--- src/rtl/multiplier_sequencer_pkg.sv ---
// Shared constants, state encoding and arithmetic helpers for the
// 4x4 column-by-column multiplier sequencer.
package multiplier_sequencer_pkg;

    localparam int OP_W     = 4;
    localparam int PROD_W   = 8;
    localparam int NUM_COLS = 7;

    localparam logic [2:0] SEL_ZERO = 3'd4;

    localparam logic [1:0] ST_IDLE = 2'd0;
    localparam logic [1:0] ST_RUN  = 2'd1;
    localparam logic [1:0] ST_FIN  = 2'd2;

    function automatic logic [2:0] popcount4(input logic [3:0] v);
        return {2'b00, v[0]} + {2'b00, v[1]} + {2'b00, v[2]} + {2'b00, v[3]};
    endfunction

endpackage

--- src/rtl/multiplier_sequencer_if.sv ---
// Operand, lane-select and result bundle between the sequencer and its
// requester / partial-product stage.
interface multiplier_sequencer_if;
    import multiplier_sequencer_pkg::*;

    logic              start;
    logic [OP_W-1:0]   a;
    logic [OP_W-1:0]   b;
    logic [OP_W-1:0]   ia;
    logic [OP_W-1:0]   ib;
    logic [2:0]        ctrl_b0;
    logic [2:0]        ctrl_b1;
    logic [2:0]        ctrl_b2;
    logic [2:0]        ctrl_b3;
    logic [3:0]        pp;
    logic              busy;
    logic              done;
    logic [PROD_W-1:0] p;

    modport slave (
        input  start, a, b, pp,
        output ia, ib, ctrl_b0, ctrl_b1, ctrl_b2, ctrl_b3, busy, done, p
    );

    modport master (
        output start, a, b, pp,
        input  ia, ib, ctrl_b0, ctrl_b1, ctrl_b2, ctrl_b3, busy, done, p
    );

endinterface

--- src/rtl/multiplier_sequencer_column_select.sv ---
// Decodes the current product column into the four lane selects; lane j
// picks IA[col-j] when that bit exists, otherwise the zero input.
module multiplier_sequencer_column_select
    import multiplier_sequencer_pkg::*;
(
    input  logic [2:0] col,
    input  logic       run,
    output logic [2:0] ctrl_b0,
    output logic [2:0] ctrl_b1,
    output logic [2:0] ctrl_b2,
    output logic [2:0] ctrl_b3
);

    logic [2:0] sel [4];
    logic [3:0] diff [4];

    // Per-lane offset decode; out-of-range offsets select zero.
    always_comb begin
        for (int j = 0; j < 4; j++) begin
            diff[j] = {1'b0, col} - 4'(j);
            if (run && ({1'b0, col} >= 4'(j)) && (diff[j] <= 4'd3)) begin
                sel[j] = diff[j][2:0];
            end else begin
                sel[j] = SEL_ZERO;
            end
        end
    end

    assign ctrl_b0 = sel[0];
    assign ctrl_b1 = sel[1];
    assign ctrl_b2 = sel[2];
    assign ctrl_b3 = sel[3];

endmodule

--- src/rtl/multiplier_sequencer.sv ---
// Sequences the 4x4 partial-product stage one column per cycle and
// accumulates the returned bits with a running carry into an 8-bit product.
module multiplier_sequencer
    import multiplier_sequencer_pkg::*;
(
    input  logic                   clk,
    input  logic                   rst,
    multiplier_sequencer_if.slave  bus
);

    logic [1:0]        state;
    logic [2:0]        col;
    logic [1:0]        carry;
    logic [OP_W-1:0]   ia;
    logic [OP_W-1:0]   ib;
    logic [PROD_W-1:0] p;
    logic [2:0]        s;
    logic              accept;

    // Column sum never exceeds 6, so three bits hold it and carry fits in two.
    assign s      = popcount4(bus.pp) + {1'b0, carry};
    assign accept = bus.start && ((state == ST_IDLE) || (state == ST_FIN));

    // Operation state, operand latches and product accumulation.
    always_ff @(posedge clk or posedge rst) begin
        if (rst) begin
            state <= ST_IDLE;
            col   <= 3'd0;
            carry <= 2'd0;
            ia    <= 4'd0;
            ib    <= 4'd0;
            p     <= 8'd0;
        end else begin
            case (state)
                ST_IDLE, ST_FIN: begin
                    if (accept) begin
                        ia    <= bus.a;
                        ib    <= bus.b;
                        col   <= 3'd0;
                        carry <= 2'd0;
                        p     <= 8'd0;
                        state <= ST_RUN;
                    end else begin
                        state <= ST_IDLE;
                    end
                end
                ST_RUN: begin
                    p[col] <= s[0];
                    carry  <= s[2:1];
                    if (col == 3'(NUM_COLS - 1)) begin
                        // Final carry out of column 6 is at most 1: it is bit 7.
                        p[7]  <= s[1];
                        state <= ST_FIN;
                    end else begin
                        col <= col + 3'd1;
                    end
                end
                default: begin
                    state <= ST_IDLE;
                end
            endcase
        end
    end

    multiplier_sequencer_column_select u_column_select (
        .col     (col),
        .run     (state == ST_RUN),
        .ctrl_b0 (bus.ctrl_b0),
        .ctrl_b1 (bus.ctrl_b1),
        .ctrl_b2 (bus.ctrl_b2),
        .ctrl_b3 (bus.ctrl_b3)
    );

    assign bus.ia   = ia;
    assign bus.ib   = ib;
    assign bus.p    = p;
    assign bus.busy = (state == ST_RUN);
    assign bus.done = (state == ST_FIN);

endmodule

--- src/flat_wrapper.sv ---
// flat-port wrapper written by rule: the top's interface ports become plain ports
module multiplier_sequencer_flat import multiplier_sequencer_pkg::*;
  (clk, rst, bus_start, bus_a, bus_b, bus_pp, bus_ia, bus_ib, bus_ctrl_b0, bus_ctrl_b1, bus_ctrl_b2, bus_ctrl_b3, bus_busy, bus_done, bus_p);
  multiplier_sequencer_if bus_i ();
  input  logic clk;
  input  logic rst;
  input wire logic [$bits(bus_i.start)-1:0] bus_start;
  input wire logic [$bits(bus_i.a)-1:0] bus_a;
  input wire logic [$bits(bus_i.b)-1:0] bus_b;
  input wire logic [$bits(bus_i.pp)-1:0] bus_pp;
  output wire logic [$bits(bus_i.ia)-1:0] bus_ia;
  output wire logic [$bits(bus_i.ib)-1:0] bus_ib;
  output wire logic [$bits(bus_i.ctrl_b0)-1:0] bus_ctrl_b0;
  output wire logic [$bits(bus_i.ctrl_b1)-1:0] bus_ctrl_b1;
  output wire logic [$bits(bus_i.ctrl_b2)-1:0] bus_ctrl_b2;
  output wire logic [$bits(bus_i.ctrl_b3)-1:0] bus_ctrl_b3;
  output wire logic [$bits(bus_i.busy)-1:0] bus_busy;
  output wire logic [$bits(bus_i.done)-1:0] bus_done;
  output wire logic [$bits(bus_i.p)-1:0] bus_p;
  assign bus_i.start = bus_start;
  assign bus_i.a = bus_a;
  assign bus_i.b = bus_b;
  assign bus_i.pp = bus_pp;
  assign bus_ia = bus_i.ia;
  assign bus_ib = bus_i.ib;
  assign bus_ctrl_b0 = bus_i.ctrl_b0;
  assign bus_ctrl_b1 = bus_i.ctrl_b1;
  assign bus_ctrl_b2 = bus_i.ctrl_b2;
  assign bus_ctrl_b3 = bus_i.ctrl_b3;
  assign bus_busy = bus_i.busy;
  assign bus_done = bus_i.done;
  assign bus_p = bus_i.p;
  multiplier_sequencer u_core (.clk(clk), .rst(rst), .bus(bus_i));
endmodule
--- config.mk ---
export PLATFORM = sky130hd
export DESIGN_NAME = multiplier_sequencer_flat
export DESIGN_NICKNAME = d
export VERILOG_FILES = /design/src/rtl/multiplier_sequencer_pkg.sv /design/src/rtl/multiplier_sequencer_if.sv /design/src/rtl/multiplier_sequencer_column_select.sv /design/src/rtl/multiplier_sequencer.sv /design/src/flat_wrapper.sv
export SDC_FILE = /design/constraint.sdc
export NUM_CORES = 1
export LEC_CHECK = 0
export CORE_ASPECT_RATIO = 0.6
export CORE_MARGIN = 4
export CORE_UTILIZATION = 40
export CTS_CLUSTER_SIZE = 20
export DETAILED_ROUTE_END_ITERATION = 10
export GPL_TIMING_DRIVEN = 0
export PLACE_DENSITY = 0.72
export SLEW_MARGIN = 20
export SYNTH_ARGS = -nofsm -noshare
export SYNTH_HDL_FRONTEND = slang
export SYNTH_SLANG_ARGS = --single-unit
--- constraint.sdc ---
create_clock -name clk -period 2.35 [get_ports clk]
set_clock_uncertainty 0.05 [all_clocks]
set_input_delay 0.235 -clock clk [delete_from_list [all_inputs] [get_ports clk]]
set_output_delay 0.235 -clock clk [all_outputs]
set_load 0.05 [all_outputs]
==> impl_results.md <==
- Synthesis-to-layout area growth: 43.5%
- CP endpoint kind: flop
- Worst Setup Path Type: input port to flop
- Net total in the final layout: between 200 and 250
- Final setup vio count: 0
- Wirelength per Cell: between 10 and 15 um
- Setup repair after global routing missed its margin: no
- Synthesized Nets: ~170
- Top cell type by total area after synthesis: dfrtp_1
- # clock sinks: 23
- Ratio of final minimum period to clock period: 95.4%
- Top metal layer carrying routed signals: met4
- Post-synth top area share: a little over two fifths
- Most frequent cells in the layout: clkdlybuf4s50_1, dfrtp_1, nand2_1, inv_1, ha_1
- Leading cell types by total area after synthesis: dfrtp_1, ha_1, nand2_1
- CTS Hold Buffers Added: 0
- CP Max Fanout: 2
- Class of the worst hold path: input port to asynchronous set/reset pin
- Count of nets left with antenna violations after detail routing: 0
- Std cell rows: 15
- Crit path arrival time: roughly 2.3 ns
- Post-layout min period: roughly 2.2 ns
- Initial antenna violation count: 0
- Max-slew headroom at the worst pin: 43.4%
- Weighted congestion reported at the end of routability-driven placement: between 0.7 and 0.8
- Buffer cell driving the clock tree root: clkbuf_8
- Iter 0 DRT Violations: between 50 and 60
- Largest net degree at the start of global routing: 24
- Buffer levels on the longest clock path: 2
- DR vias/cell: 4.99
- Placeable core area: roughly 0.003 mm^2
- Clock edge transition at the registers on the reported setup and hold paths: about 0.08 ns
- Diode count: 0
- DR vias: between 1,000 and 1,500
- I/O pin count: between 40 and 50
- Congestion Overflow GR: 0
- First-pass GRT wire length: 5640 um
- Count of cells along the worst register-to-register path: 9
- Most common library cell in the layout ignoring fill and taps: clkdlybuf4s50_1
- PortBufs: between 40 and 50
- #FFs+latches synth: 23
- Data required time of the worst path: around 2.5 ns
- Proportion of layout cells with a drive suffix above 1: 19.6%
- Post-route worst setup slack: about 0.11 ns
- Number of clock buffers inserted by TritonCTS: 3
- Actual slew at the worst max-slew pin: 0.848 ns
- Count of maximum capacitance violations: 0
- Worst setup slack for register-to-register paths: about 0.21 ns
- Number of levels in the clock H-tree: 1
- Synth Warn #: 0
- M1 wire length: ~1400 um
- Gr usage total: 17.8%
- Sequential share of the synthesized area: a little over two fifths
- Post-detailed-routing wire length: 3270 um
- Vias in the first global route: between 1,000 and 1,500
- Routed length on met3: between 200 and 250 um
- Netlist area before placement: 0.00134 mm^2
- Full die area: approximately 0.0044 mm^2
- Post-Synthesis Cells: roughly 140
- Highest achievable clock rate: 446 MHz
- Max Slew Vio Count: 0
- Crit path launch type: input port
- Run status: complete, no violations
- Worst-Skew Late Latency: 0.27 ns
- Average cell area after synthesis: 9.82 um^2
- DRC errors left: 0
- Detailed placer's ending HPWL: around 2600 um
- Initial Util: between 40% and 50%
- Cell variety after synth: 29
- CTS tree: yes
- First drt pass iteration count: 4
- Die span in x: 82.6 um
- Final number of hold-violating endpoints: 0
- Setup WS pre-CTS: -0.322 ns
- Metal2 WL: between 1500 and 2000 um
- Vert. Die Dim: ~53 um
[metal layers]
| metal | vias to the layer above | GRT usage [%] |
|---|---|---|
| met5 | - | 0 |
| met4 | 0 | 7.34 |
| met1 | 538 | 22.3 |
| met3 | 6 | 5.50 |
| met2 | 41 | 28.3 |
| li1 | 543 | - |
[critical path, cell delays in order]
cell and delay (ns):
dlygate4sd2_1 0.23, ha_1 0.28, inv_1 0.07, fa_1 0.42, inv_1 0.07, ha_2 0.17, inv_2 0.03, fa_1 0.53
nor3_2 0.06, a41oi_2 0.16, o21ai_1 0.09
[registers in the layout, indices dropped and copies added, names as in the netlist]
name           count
u_core.col         3
u_core.bus.ib      4
u_core.bus.p       8
u_core.state       2
u_core.bus.ia      4
u_core.carry       2
[worst paths after layout]
check,from,to
max reg2reg,u_core.carry[0],u_core.bus.p[7]
min reg2reg,u_core.carry[0],u_core.carry[0]
min,rst,u_core.bus.p[2]
max,bus_pp[1],u_core.bus.p[7]
min in group clk,u_core.carry[0],u_core.carry[0]
max in group asynchronous,rst,u_core.carry[1]
[timing repair]
| action | 4_1_cts | 5_1_grt |
|---|---|---|
| gates resized for setup | 23 | 20 |
| buffers inserted | 0 | 0 |
| pin swaps | 4 | 1 |
| endpoints found under the setup margin | 10 | 11 |
[metrics by stage]
stage,util [%],instance area (um^2),hold slack [ns],instances,setup TNS [ns]
floorplan,-,1380,0.187,136,0
global placement,61.8,1870,0.414,222,-0.686
detailed placement,61.8,1870,0.424,222,-0.968
CTS,62.9,1900,0.431,226,0
global route,63.4,1920,0.466,226,0
finish,63.4,1920,0.384,226,0
[Yosys cell counts (all sizes together)]
cell and count:
dfrtp 23, nand2 22, inv 14, ha 12, nor2 10, o21ai 9, mux2 8, buf 5
nand3 5, a21oi 4, mux2i 3, nand2b 3, o211ai 3, fa 2, nor3 2, xor2 2
a41oi 1, and2 1, and2b 1, and3 1, clkinv 1, nor2b 1, nor4 1, o31ai 1
or2 1
[cell families after synthesis]
| group | synth area share, % |
|---|---|
| fa+ha+maj | 14.2 |
| compound gates | 7.78 |
| xor+xnor | 1.31 |
| simple gates | 17.2 |
| flops | 43.1 |
| mux | 9.28 |
| buf+inv | 7.03 |
[area by class of cell]
cell class,count,area [um^2]
fillers,259,1110
multi-input cells,93,712
flip-flops and latches,23,576
repair buffers,44,422
inverters,15,58.8
well taps,42,52.6
plain buffers,5,50.0
clock buffers,4,45.0
Power is not shown: default switching activity piles up to over one toggle a cycle in this logic, so the estimate is an artifact.
